$ cat config.mk
export PLATFORM = sky130hd
export DESIGN_NAME = wm_button_ctrl
export DESIGN_NICKNAME = d
export VERILOG_FILES = /design/src/rtl/wm_button_ctrl_pkg.sv /design/src/rtl/wm_debounce.sv /design/src/rtl/wm_button_ctrl.sv
export SDC_FILE = /design/constraint.sdc
export NUM_CORES = 1
export LEC_CHECK = 0
export ABC_AREA = 1
export CORE_MARGIN = 4
export CORE_UTILIZATION = 38
export DETAILED_ROUTE_END_ITERATION = 16
export SETUP_SLACK_MARGIN = 0.1
export SKIP_LAST_GASP = 1
export SLEW_MARGIN = 20
export SYNTH_ARGS = -nofsm -noshare
export SYNTH_HDL_FRONTEND = slang
export SYNTH_SLANG_ARGS = --single-unit
export TNS_END_PERCENT = 30
$ cat constraint.sdc
create_clock -name clk -period 1.3 [get_ports clk]
set_input_delay 0.13 -clock clk [delete_from_list [all_inputs] [get_ports clk]]
set_output_delay 0.13 -clock clk [all_outputs]
set_load 0.005 [all_outputs]
$ cat src/rtl/wm_button_ctrl_pkg.sv
`default_nettype none
// ============================================================================
// Module   : wm_button_ctrl_pkg
// Brief    : Shared state codes and defaults for the front-panel button block
// Revision : 1.0  initial release
// ============================================================================
package wm_button_ctrl_pkg;

  localparam int WMB_DEBOUNCE_CYCLES_DEFAULT = 4;
  localparam int WMB_CNT_W_DEFAULT           = 3;

  typedef logic [1:0] wmb_state_t;

  localparam wmb_state_t WMB_IDLE   = 2'd0;
  localparam wmb_state_t WMB_RUN    = 2'd1;
  localparam wmb_state_t WMB_PAUSED = 2'd2;

endpackage
`default_nettype wire

$ cat src/rtl/wm_debounce.sv
`default_nettype none
// ============================================================================
// Module   : wm_debounce
// Brief    : Two-flop synchroniser, saturating debounce counter, rise pulse
// Revision : 1.0  initial release
// ============================================================================
module wm_debounce #(
  parameter int DEBOUNCE_CYCLES = 4,
  parameter int CNT_W           = 3
) (
  input  logic clk,
  input  logic reset,
  input  logic raw_in,
  output logic level_out,
  output logic rise_pulse
);

  localparam logic [CNT_W-1:0] c_cnt_last = CNT_W'(DEBOUNCE_CYCLES - 1);

  logic [1:0]       r_sync;
  logic [CNT_W-1:0] r_cnt;
  logic             r_level;
  logic             r_rise;
  logic             w_differ;

  assign w_differ = (r_sync[1] != r_level);

  // Counter runs only while the synchronised input disagrees with the level;
  // reaching the threshold flips the level, so the count never wraps.
  always_ff @(posedge clk or negedge reset) begin
    if (!reset) begin
      r_sync  <= 2'b00;
      r_cnt   <= '0;
      r_level <= 1'b0;
      r_rise  <= 1'b0;
    end else begin
      r_sync <= {r_sync[0], raw_in};
      r_rise <= 1'b0;
      if (!w_differ) begin
        r_cnt <= '0;
      end else if (r_cnt >= c_cnt_last) begin
        r_cnt   <= '0;
        r_level <= ~r_level;
        r_rise  <= ~r_level;
      end else begin
        r_cnt <= r_cnt + 1'b1;
      end
    end
  end

  assign level_out  = r_level;
  assign rise_pulse = r_rise;

endmodule
`default_nettype wire

$ cat src/rtl/wm_button_ctrl.sv
`default_nettype none
// ============================================================================
// Module   : wm_button_ctrl
// Brief    : Debounced start/pause buttons driving an IDLE/RUN/PAUSED latch
// Revision : 1.0  initial release
// ============================================================================
module wm_button_ctrl
  import wm_button_ctrl_pkg::*;
#(
  parameter int DEBOUNCE_CYCLES = WMB_DEBOUNCE_CYCLES_DEFAULT,
  parameter int CNT_W           = WMB_CNT_W_DEFAULT
) (
  input  logic clk,
  input  logic reset,
  input  logic start_raw,
  input  logic pause_raw,
  input  logic cycle_done,
  output logic start_button,
  output logic pause_button,
  output logic start_pulse,
  output logic pause_pulse
);

  wmb_state_t r_state;
  wmb_state_t w_state_next;
  logic       w_start_level;
  logic       w_pause_level;
  logic       w_start_rise;
  logic       w_pause_rise;

  wm_debounce #(
    .DEBOUNCE_CYCLES (DEBOUNCE_CYCLES),
    .CNT_W           (CNT_W)
  ) u_db_start (
    .clk        (clk),
    .reset      (reset),
    .raw_in     (start_raw),
    .level_out  (w_start_level),
    .rise_pulse (w_start_rise)
  );

  wm_debounce #(
    .DEBOUNCE_CYCLES (DEBOUNCE_CYCLES),
    .CNT_W           (CNT_W)
  ) u_db_pause (
    .clk        (clk),
    .reset      (reset),
    .raw_in     (pause_raw),
    .level_out  (w_pause_level),
    .rise_pulse (w_pause_rise)
  );

  always_ff @(posedge clk or negedge reset) begin
    if (!reset) begin
      r_state <= WMB_IDLE;
    end else begin
      r_state <= w_state_next;
    end
  end

  // cycle_done wins over any button pulse in the same cycle.
  always_comb begin
    w_state_next = WMB_IDLE;
    if (!cycle_done) begin
      case (r_state)
        WMB_IDLE:   w_state_next = w_start_rise ? WMB_RUN    : WMB_IDLE;
        WMB_RUN:    w_state_next = w_pause_rise ? WMB_PAUSED : WMB_RUN;
        WMB_PAUSED: w_state_next = w_pause_rise ? WMB_RUN    : WMB_PAUSED;
        default:    w_state_next = WMB_IDLE;
      endcase
    end
  end

  always_comb begin
    start_button = 1'b0;
    pause_button = 1'b0;
    case (r_state)
      WMB_RUN: begin
        start_button = 1'b1;
      end
      WMB_PAUSED: begin
        start_button = 1'b1;
        pause_button = 1'b1;
      end
      default: begin
        start_button = 1'b0;
        pause_button = 1'b0;
      end
    endcase
  end

  assign start_pulse = w_start_rise;
  assign pause_pulse = w_pause_rise;

endmodule
`default_nettype wire

==> key figures <==
Timing
  – RSZ-0062 raised after global routing: true
  – Fin. Hold Viols: 0
  – Final slew viol count: 0
  – Worst slew margin: 77.38%
  – Clock skew: 0.4426 ps
  – Max Clock Freq: 820.3 MHz
  – Fin Setup TNS: 0 ps
  – Min Clock Period, post-route: 1219 ps
  – Final Cycle Share: 93.78%
  – Worst slew pin tran: 336.9 ps
  – Hold WS: 148.5 ps
  – Setup violations, final: 0

Place
  – Gpl congestion: 0.6998
  – DP Cell Count: 109
  – Dpl hpwl: 852.8 um
  – # port buffers: 8
  – Area after DPL: 854.6 sq um

Final layout
  – Area grow syn2layout: 33.68%
  – Utilization after layout: 54.62%
  – Nets: 105
  – Post-Layout Inst Area: 953.4 sq um
  – Diodes inserted: 0
  – Fillers: 178
  – Fin cells: 116
  – Ratio of cells with drive above 1 in the final layout: 26.37%

Critical path
  – WP data required: 1170 ps
  – Slowest-stage cell, CP: dfrtp_1
  – Critical Path AT: 1090 ps
  – Crit-path max FO: 2
  – Worst Path Buf+Inv: 2
  – Max incr delay on CP: 410 ps
  – Critical path, cell by cell: buf_6, ha_2, buf_2
  – Setup crit start kind: flip-flop
  – Element type at the critical path end: output pin
  – Cell family with most CP delay: flip-flops
  – R2R Setup Slk: 90 ps
  – Critical path class: flip-flop to output pin

Floorplanning
  – Num ports: 9
  – Die X: 51.32 um
  – Row count: 15
  – Die height: 51.32 um
  – Total die area: 0.002634 sq mm
  – CORE AREA: 0.001745 sq mm
  – Initial Utilization: 40.86%

Global route
  – GRT Overall Usage: 9.562%
  – M2 GR Usage: 17.81%
  – Initial antenna violation count: 0
  – Pin count of the biggest net entering global routing: 17
  – GR Layer Usage met3: 1.749%
  – Number of global-route vias before repair: 475
  – M1 GR Usage: 8.872%
  – First-pass GRT wire length: 1.800 mm
  – GR Overflow Total: 0
  – Most used routing layer: met2

Drt
  – DR pass1 iterations: 2
  – Wirelength, routed: 1.184 mm
  – Via Count: 513
  – Drt wl/cell: 10.21 um
  – Final ANT Viol Nets: 0
  – Drt drc: 0
  – Post-DR vias/cell: 4.422
  – Initial DRC Count: 13

Clocking
  – CTS tree: built
  – Clk buf depth: 2
  – Root buffer selected by CTS: clkbuf_4
  – Post-CTS Hold Fix Bufs: 0
  – H-tree depth: 1
  – CTS Buf Count: 3
  – Clk_lat worst skew: 280 ps
  – Clk slew on worst S/H paths: 90 ps
  – Clock sink count: 16

Power
  – Clock power share: 18.7%
  – Leakage power: 0.4945 nW
  – Maximum VDD drop: 980.8 uV
  – Sw frac: 33.16%
  – Sw Pwr: 0.5612 mW
  – Power per cell area: 1775 mW/mm^2
  – Combinational power share: 38.8%
  – P_int: 1.131 mW
  – Register share of total power: 42.5%

Logic synthesis
  – Syn Area/Cell: 9.905 sq um
  – Syn nets: 85
  – Post-Synthesis Cell Area: 713.2 sq um
  – Yosys cell types: 11
  – Sequential cell area fraction in the yosys report: 56.14%
  – Mapped Cells: 72
  – Flops & latches, synth: 16
  – Synth warn: 0

Hold path
  – HP Class: primary input to asynchronous set/reset pin

Flow run
  – Maximum Capacitance Violations: 0

Outcome
  – Status: complete, no violations
==> cells in the mapped netlist <==
library cell  number  area, sq um
dfrtp_1           16        400.4
nor2_2             1        6.260
nor2_4             1        11.26
nand2_1           14        52.55
or2_0              1        6.260
nand3_1            7        35.03
nor3_1             1        5.000
xnor2_1            2        17.52
nor2_1            11        41.29
inv_1             10        37.54
ha_1               8        100.1
==> worst paths after layout <==
kind                                 startpoint                   end  cells past startpoint
max in group asynchronous                 reset   u_db_start.r_cnt[0]                      2
min in group clk                      pause_raw  u_db_pause.r_sync[0]                      1
setup / recovery                     r_state[1]          pause_button                      3
setup reg to reg            u_db_pause.r_cnt[0]  u_db_pause.level_out                      6
hold reg to reg            u_db_start.r_sync[0]  u_db_start.r_sync[1]                      0
hold / removal                            reset  u_db_pause.r_sync[0]                      2
==> cells by family (layout without fill, tap and decap cells) <==
| family | after synthesis | count (layout) | synth area share [%] |
|---|---|---|---|
| fa+ha+maj | 8 | 8 | 14.04 |
| simple gates | 36 | 36 | 22.11 |
| flops | 16 | 16 | 56.14 |
| xor+xnor | 2 | 2 | 2.457 |
| buf+inv | 10 | 29 | 5.264 |
==> registers in the layout, indices dropped and copies added (netlist names) <==
name	count
u_db_pause.r_cnt	3
u_db_start.r_cnt	3
r_state	2
u_db_pause.r_sync	2
u_db_start.r_sync	2
u_db_pause.level_out	1
u_db_pause.rise_pulse	1
u_db_start.level_out	1
u_db_start.rise_pulse	1
==> power groups by stage <==
stage	combinational [mW]	clock, mW	sequential, mW
after CTS	0.560	0.335	0.713
after floorplan	0.374	0	0.713
final	0.656	0.317	0.719
after global placement	0.553	0	0.719
after detailed placement	0.571	0	0.723
after global routing	0.751	0.354	0.738
==> routing by layer <==
metal  vias up  routed length [um]  part of all wire, %
li1        260                   -                    -
met1       236                 521                   44
met2        12                 576                   49
met3         5                  47                  4.0
met4         0                  38                  3.2
met5         -                   0                    0
==> cell usage in the layout (no fill, tap or decap), types with 3 or more instances in the layout <==
master           instances
dfrtp_1                 16
clkdlybuf4s50_1          4
inv_1                    8
buf_4                    6
nand3_1                  7
clkbuf_4                 3
nand2_1                 13
nor2_1                  11
ha_2                     4
==> what timing repair did <==
| action | 4_1_cts | 5_1_grt |
|---|---|---|
| resized for setup | 13 | 10 |
| setup endpoints to repair | 13 | 11 |
| buffers inserted | 1 | 2 |
| pin swaps | 1 | 5 |
==> cell type report <==
type                            count  area, sq um  area share [%]
Tap cell                           25        31.28           3.281
Multi-Input combinational cell     46        317.8           33.33
Timing Repair Buffer               15        130.1           13.65
Clock buffer                        4        36.28           3.806
Sequential cell                    16        400.4           41.99
Inverter                           10        37.54           3.937
==> metrics by stage <==
stage | power (mW) | worst slack (ps)
after floorplan | 1.087 | 147.8
after global placement | 1.272 | 39.81
after detailed placement | 1.295 | 13.74
after CTS | 1.608 | 20.30
after global routing | 1.842 | 22.96
final | 1.692 | 80.89
(Power assumes the default switching activity.)
